<file path="config.mk">
export PLATFORM = sky130hd
export DESIGN_NAME = rom_download_sequencer
export DESIGN_NICKNAME = d
export VERILOG_FILES = /design/src/rtl/rom_download_sequencer.sv
export SDC_FILE = /design/constraint.sdc
export NUM_CORES = 1
export LEC_CHECK = 0
export ABC_AREA = 1
export BUFFER_PORTS_ARGS = -buffer_cell sky130_fd_sc_hd__buf_4
export CAP_MARGIN = 30
export CORE_MARGIN = 5
export CORE_UTILIZATION = 49
export CTS_CLUSTER_DIAMETER = 40
export DETAILED_ROUTE_END_ITERATION = 16
export PLACE_DENSITY = 0.76
export SYNTH_ARGS = -nofsm -noshare
export SYNTH_HDL_FRONTEND = slang
export SYNTH_SLANG_ARGS = --single-unit
</file>
<file path="constraint.sdc">
create_clock -name clk_sys -period 1.76 [get_ports clk_sys]
set_input_delay 0.088 -clock clk_sys [delete_from_list [all_inputs] [get_ports clk_sys]]
set_output_delay 0.088 -clock clk_sys [all_outputs]
set_load 0.01 [all_outputs]
</file>
<file path="src/rtl/rom_download_sequencer.sv">
// Routes the HPS ioctl download stream to the ROM loader, game-select and DIP bank,
// paces ROM writes and holds the core in reset around a download.
module rom_download_sequencer #(
    parameter int unsigned ROM_SIZE    = 'h1_C000,
    parameter int unsigned WR_GAP      = 4,
    parameter int unsigned HOLD_CYCLES = 1024
) (
    input  logic        clk_sys,
    input  logic        reset_n,
    input  logic        reset_req,
    input  logic        ioctl_download,
    input  logic        ioctl_wr,
    input  logic [24:0] ioctl_addr,
    input  logic [7:0]  ioctl_dout,
    input  logic [7:0]  ioctl_index,
    output logic        ioctl_wait,
    output logic [16:0] dn_addr,
    output logic [7:0]  dn_data,
    output logic        dn_wr,
    output logic [63:0] dip_sw,
    output logic        mod_traverseusa,
    output logic        mod_shotrider,
    output logic        core_reset,
    output logic        rom_ovf
);

    localparam int unsigned GAP_W  = (WR_GAP > 1) ? $clog2(WR_GAP) : 1;
    localparam int unsigned HOLD_W = (HOLD_CYCLES > 1) ? $clog2(HOLD_CYCLES) : 1;
    localparam logic [GAP_W-1:0]  GAP_LOAD  = GAP_W'(WR_GAP - 1);
    localparam logic [HOLD_W-1:0] HOLD_LOAD = HOLD_W'(HOLD_CYCLES - 1);
    localparam logic [24:0]       ROM_LIMIT = 25'(ROM_SIZE);

    localparam logic [1:0] IDLE  = 2'd0;
    localparam logic [1:0] LOAD  = 2'd1;
    localparam logic [1:0] DRAIN = 2'd2;
    localparam logic [1:0] HOLD  = 2'd3;

    logic [1:0]        state_q, state_d;
    logic [HOLD_W-1:0] hold_q, hold_d;
    logic [GAP_W-1:0]  gap_cnt;
    logic              pend_valid;
    logic [16:0]       pend_addr;
    logic [7:0]        pend_data;

    logic wr_rom, wr_mod, wr_dip, rom_in_range;
    assign wr_rom       = ioctl_wr && (ioctl_index == 8'd0);
    assign wr_mod       = ioctl_wr && (ioctl_index == 8'd1);
    assign wr_dip       = ioctl_wr && (ioctl_index == 8'd254) && (ioctl_addr[24:3] == 22'd0);
    assign rom_in_range = ioctl_addr < ROM_LIMIT;

    // The HPS stall flag is exactly the pending-buffer occupancy
    assign ioctl_wait = pend_valid;

    always_ff @(posedge clk_sys) begin
        if (!reset_n) begin
            state_q <= IDLE;
            hold_q  <= '0;
        end else begin
            state_q <= state_d;
            hold_q  <= hold_d;
        end
    end

    always_comb begin
        state_d = state_q;
        hold_d  = hold_q;
        case (state_q)
            IDLE:  if (ioctl_download) state_d = LOAD;
            LOAD:  if (!ioctl_download) state_d = DRAIN;
            DRAIN: begin
                if (ioctl_download) begin
                    state_d = LOAD;
                end else if (!pend_valid) begin
                    state_d = HOLD;
                    hold_d  = HOLD_LOAD;
                end
            end
            HOLD: begin
                if (ioctl_download)        state_d = LOAD;
                else if (hold_q == '0)     state_d = IDLE;
                else                       hold_d  = hold_q - HOLD_W'(1);
            end
            default: state_d = IDLE;
        endcase
    end

    always_ff @(posedge clk_sys) begin
        if (!reset_n) begin
            core_reset <= 1'b1;
        end else begin
            core_reset <= reset_req || (state_d != IDLE);
        end
    end

    // Game-select and DIP bank are plain register writes, independent of pacing
    always_ff @(posedge clk_sys) begin
        if (!reset_n) begin
            dip_sw          <= '0;
            mod_traverseusa <= 1'b1;
            mod_shotrider   <= 1'b0;
        end else begin
            if (wr_mod) begin
                mod_traverseusa <= (ioctl_dout == 8'd0);
                mod_shotrider   <= (ioctl_dout == 8'd1);
            end
            if (wr_dip) dip_sw[{ioctl_addr[2:0], 3'b000} +: 8] <= ioctl_dout;
        end
    end

    // ROM write pacing with a single-entry overflow buffer
    always_ff @(posedge clk_sys) begin
        if (!reset_n) begin
            dn_wr      <= 1'b0;
            dn_addr    <= '0;
            dn_data    <= '0;
            gap_cnt    <= '0;
            pend_valid <= 1'b0;
            pend_addr  <= '0;
            pend_data  <= '0;
            rom_ovf    <= 1'b0;
        end else begin
            dn_wr <= 1'b0;
            if (gap_cnt != '0) gap_cnt <= gap_cnt - GAP_W'(1);
            if (state_q == IDLE && state_d == LOAD) rom_ovf <= 1'b0;

            if (pend_valid && gap_cnt == '0) begin
                dn_wr      <= 1'b1;
                dn_addr    <= pend_addr;
                dn_data    <= pend_data;
                gap_cnt    <= GAP_LOAD;
                pend_valid <= 1'b0;
            end

            if (wr_rom) begin
                if (!rom_in_range || pend_valid) begin
                    rom_ovf <= 1'b1;
                end else if (gap_cnt == '0) begin
                    dn_wr   <= 1'b1;
                    dn_addr <= ioctl_addr[16:0];
                    dn_data <= ioctl_dout;
                    gap_cnt <= GAP_LOAD;
                end else begin
                    pend_valid <= 1'b1;
                    pend_addr  <= ioctl_addr[16:0];
                    pend_data  <= ioctl_dout;
                end
            end
        end
    end

endmodule

</file>
# --- Word-level counts from Yosys, hierarchy flattened ---
# Index checks and enable logic that the tools add are counted.
# Widths: inputs -> output; s select.
word_totals:
  regBits: 134
  inputBits: 46
  wordCells: 90
  output_inout_bits: 95
classes:
  shifts: 2
  reduce_logical: 20
  n_eq_ne: 11
  bitwise_logic: 2
  n_addsub: 3
  muxes: 37
  n_lt_le_gt_ge: 1
ops:
  columns: ["cell", "count"]
  rows:
  - ["$mux 17", 4]
  - ["$bwmux 64", 1]
  - ["$shift 8x8->64 const A", 1]
  - ["$shiftx 8x8->64", 1]
  - ["$mux 10", 4]
  - ["$mux 8", 4]
  - ["$lt 25x17->1 const B", 1]
  - ["$logic_not 22->1", 1]
  - ["$mux 2", 11]
  - ["$pmux 10 s2", 1]
  - ["$eq 8x1->1 const B", 2]
  - ["$logic_not 8->1", 2]
  - ["$mux 1", 11]
  - ["$logic_not 10->1", 1]
  - ["$sub 10x1->10 const B", 1]
  - ["$eq 8x8->1 const B", 1]
  - ["$ne 2x2->1 const B", 4]
  - ["$neg 6->8", 1]
  - ["$pmux 2 s4", 1]
  - ["$logic_and 1x1->1", 6]
  - ["$reduce_bool 2->1", 3]
  - ["$reduce_and 5->1", 1]
  - ["$eq 2x1->1 const B", 2]
  - ["$eq 2x2->1 const B", 2]
  - ["6 further kinds", 9]

# --- Depth between registers and ports, before layout ---
logic_depth:
  ltp_word: 9
  ltp_mapped: 11
  depth_no_buf: 10

# --- Worst setup path before layout ---
# Ideal clock, no wire load.
synth_path:
  kind: "in2reg"
  start: "in ioctl_addr[0]"
  end: "reg dip_sw[2]"
  arrival_ns: 1.745
  path_buffers: 1
  setup_time_ns: 0.064
  path_stages: 11
  t_required_ns: 1.696
  setup_slack_ns: -0.049
  path_cell_list: "buf_6 inv_4 ha_1 ha_1 inv_2 nand2_4 nor3b_4 inv_2 nor2_4 nor2_1 nor2_1"
synth_between:
  elab_chain_len: 3
  elab_cells_between_ends: 4
  cone_classes: "add/sub: 1; shift: 2; mux: 1"
synth_rtl:
  columns: ["element", "line_no", "source"]
  rows:
  - ["start, declared", "13", "input logic [24:0] ioctl_addr,"]
  - ["$neg 6->8 *", "106", "if (wr_dip) dip_sw[{ioctl_addr[2:0], 3'b000} +: 8] <= ioctl_dout;"]
  - ["$shiftx 8x8->64 or $shift 8x8->64 (tied branches)", "106", null]
  - ["$bwmux 64 *", "106", null]
  - ["end signal, assigned by index", "106", null]
  - ["end, declared", "20", "output logic [63:0] dip_sw,"]
# Every way passes the cells marked *; elsewhere a longest branch is shown, timed or not.
# A chain may end at the register's enable or synchronous reset.

# --- Final worst setup path ---
layout_path:
  start: "in ioctl_addr[2]"
  end: "reg dip_sw[26]"
# Same word-level chain as after synthesis.

==> summary.txt <==
Global routing
  • Largest net degree at the start of global routing: 43
  • Initial antenna violation count: 0
  • First-pass GRT wire length: about 31 mm
  • Grt total ovfl: 0
  • Total GRT Usage: 23.9%
  • Vias in the first global route: 6,398

Drt
  • WL met2: 9.13 mm
  • Post-DR vias/cell: 5.26
  • Top layer reached by signal wires: met4
  • Wl on met1: 8.13 mm
  • Routed met3 length: roughly 1.3 mm
  • Final Routed Wirelength: 19.2 mm
  • Drt wl/cell: about 15 µm
  • Iter 0 DRT Violations: 545
  • Post-detailed-route count of antenna-violating nets: 0
  • Via count: between 6,000 and 7,000
  • Remaining DRCs: 0
  • Pre-antenna DRT Iters: 5

Clocking
  • CTS Buf Count: 17
  • H-Tree Depth: 4
  • Clock-pin slew on the worst setup and hold paths: ~0.06 ns
  • CTS Sinks: 134
  • Clock Path Buffers: 2
  • Worst skew pair latency: 0.43 ns
  • CTS tree: yes
  • Root buffer cell: clkbuf_16

Floorplanning
  • Die area: 0.0157 mm²
  • Core footprint: around 0.013 mm²
  • Ports: ~140
  • Die H: 125 µm
  • Die width: roughly 130 µm
  • Number of core rows: 42
  • Initial core utilization: between 40% and 50%

Critical path
  • Crit. Startpoint: ioctl_addr[2]
  • CP required: 2.11 ns
  • Kind of critical path: in -> reg
  • RR Startpoint: hold_q[1]
  • Worst path cell trace: dlygate4sd3_1 > buf_4 > inv_1 > ha_4 > inv_4 > buf_12 > nor2_2 > buf_4 > nand4_1 > a21oi_1
  • Critical path arrival: 2.03 ns
  • Crit-path slowest cell: dlygate4sd3_1
  • Crit Path Max Fanout: 14
  • Crit start category: input pin
  • Crit-path max cell delay: 0.55 ns
  • RR Endpoint: hold_q[0]
  • Cell mode on critical path: buf_4
  • Cell count of the worst reg-to-reg path: 9
  • End point of the critical path: dip_sw[26]
  • FF-to-FF setup slack: 0.19 ns
  • Setup crit end kind: flop

Timing
  • Period utilisation layout: between 90% and 100%
  • FMAX: 595 MHz
  • Setup violators final: 0
  • Min Clock Period, post-route: 1.68 ns
  • Slew @ Worst Pin: between 0.4 and 0.5 ns
  • Clock Skew: between 0.009 and 0.01 ns
  • Max_slew headroom: 71.1%
  • Setup ws final: 0.0794 ns
  • Total Neg Setup Slack: 0 ns
  • Final Max Tran Viols: 0
  • Final Hold Vio Count: 0

Yosys
  • Post-synthesis mux area share: 0%
  • Seq/Total Area, Yosys: 41.3%
  • Flops & latches, synth: 134
  • Cells after Synth: 946
  • Synth Area in Compound Gates: a little under a tenth
  • Post-synthesis adder-cell area fraction: less than 1%
  • Avg Cell Area, Syn: 6.87 µm²
  • Cell area after synthesis: 0.00649 mm²
  • Net Count, Synth: 995
  • Largest family of logic cells by synthesized area: simple AND/OR/NAND/NOR gates
  • Simple logic cell fraction of the synthesized area: 39.4%
  • Yosys warning count: 0
  • Xor/xnor share of the synthesized area: 0%
  • Synth cell types: 35

Power and ir drop
  • Worst vdd ir: approximately 570 µV
  • P_sw: 1.75 mW
  • Total chip power: between 7 and 8 mW
  • Clock share of power: 49.5%
  • Power per cell area: 826 mW/mm²
  • Seq pwr share: 41.5%
  • Switching share of power: 23.8%
  • Gate power share: around 9.0%
  • Pint: 5.60 mW
  • Pleak: 3.80 nW

Cells and area
  • Commonest cells after routing, fill and taps aside: nand2_1, buf_4, nor2_1, dfxtp_1, a21oi_1
  • Final net count: 1,175
  • Number of diodes: 0
  • Final Non-Filler Cells: 1,315
  • Most common cell after layout, fill and taps aside: nand2_1
  • Layout cells sized above 1: between 20% and 30%
  • Synth-to-Final Area Change: 37.1%

Placement
  • PortBufs: 140
  • Pre-CTS setup slack: -0.0519 ns
  • GPL Wtd Cong: roughly 0.95
  • DP HPWL: ~13 mm
  • DP Cell Count: between 1,000 and 1,500

Flow run
  • Max Cap Violations: 0

Worst hold path
  • Worst min-delay path category: in -> reg
  • Hold path start: ioctl_wr

Outcome
  • Status: completed
state kept, by name, summed over array words and instances (netlist names):
register,count
core_reset,1
dip_sw,64
dn_addr,17
dn_data,8
dn_wr,1
gap_cnt,2
hold_q,10
ioctl_wait,1
mod_shotrider,1
mod_traverseusa,1
pend_addr,17
pend_data,8
rom_ovf,1
state_q,2
worst min path at each step:
stage,endpoint,cells after the start
after global placement,core_reset,3
final,gap_cnt[0],5
after floorplan,core_reset,2
after CTS,gap_cnt[0],5
after detailed placement,core_reset,3
after global routing,gap_cnt[0],5
cell type report:
cell class	count	area, µm²
Fill cell	1106	4230
Multi-Input combinational cell	676	3300
Sequential cell	134	2680
Timing Repair Buffer	216	1780
Clock buffer	19	453
Inverter	81	313
Tap cell	176	220
Clock inverter	13	155
Yosys cell counts:
cell      instances  area (µm²)
nand2_1         202         758
nor2_1          161         604
dfxtp_1         134        2680
a21oi_1          87         435
nand4_1          75         469
inv_1            74         278
nand3_1          72         360
clkbuf_1         26        97.6
o21ai_0          25         125
buf_2            14        70.1
nor3_1           11        55.1
buf_4             9        67.6
nand3_2           7        70.1
nor2_4            6        67.6
buf_6             5        56.3
o21ai_1           5        25.0
inv_2             4        15.0
ha_1              3        37.5
nand3b_1          3        22.5
nor2_2            3        18.8
or2_2             3        18.8
a211oi_1          2        15.0
clkinv_1          2        7.51
nand2_4           2        22.5
a31oi_1           1        6.26
buf_1             1        3.75
inv_4             1        6.26
nand2_2           1        6.26
nor2_8            1        20.0
nor3_2            1        10.0
nor3_4            1        16.3
nor3b_2           1        12.5
nor3b_4           1        18.8
nor4_1            1        6.26
o41ai_1           1        8.76
routing by layer:
metal / up-vias / track usage (%)
li1: 3488 / -
met1: 3099 / 29.5
met2: 280 / 40.1
met3: 53 / 6.06
met4: 0 / 9.82
met5: - / 0
through the flow:
step	util [%]	cell area [µm²]	hold WS, ns
after detailed placement	59.8	7860	0.306
after global placement	59.8	7860	0.295
after CTS	66.5	8730	0.105
final	67.8	8910	0.131
after global routing	67.8	8910	0.150
after floorplan	-	6500	0.198
power by group through the flow:
stage	combinational, mW	clock (mW)	sequential (mW)
2_1_floorplan	0.325	0	3.12
3_3_place_gp	0.569	0	3.12
3_5_place_dp	0.574	0	3.12
4_1_cts	0.625	3.69	3.05
5_1_grt	0.723	3.83	3.05
6_report	0.662	3.64	3.05
worst max-delay path: cells and delay by family:
family	cells	cell delay, ns
adder cells (fa/ha/maj)	1	0.31
buffers and inverters	6	1.14
AND/OR/NAND/NOR	2	0.32
AO/OA/AOI/OAI	1	0.17
kinds of logic (layout without fill, tap and decap cells):
| kind of cell | after synthesis | in the layout |
|---|---|---|
| buffers and inverters | 136 | 329 |
| flip-flops | 134 | 134 |
| adder cells (fa/ha/maj) | 3 | 3 |
| AO/OA/AOI/OAI | 121 | 121 |
| AND/OR/NAND/NOR | 552 | 552 |
timing repair:
item                       4_1_cts  5_1_grt
hold endpoints to repair        46        0
setup endpoints to repair        0       65
hold buffers                    27        0
buffers inserted                 0        4
resized for setup                0       24
No activity file was read; power rests on OpenSTA's default activity.
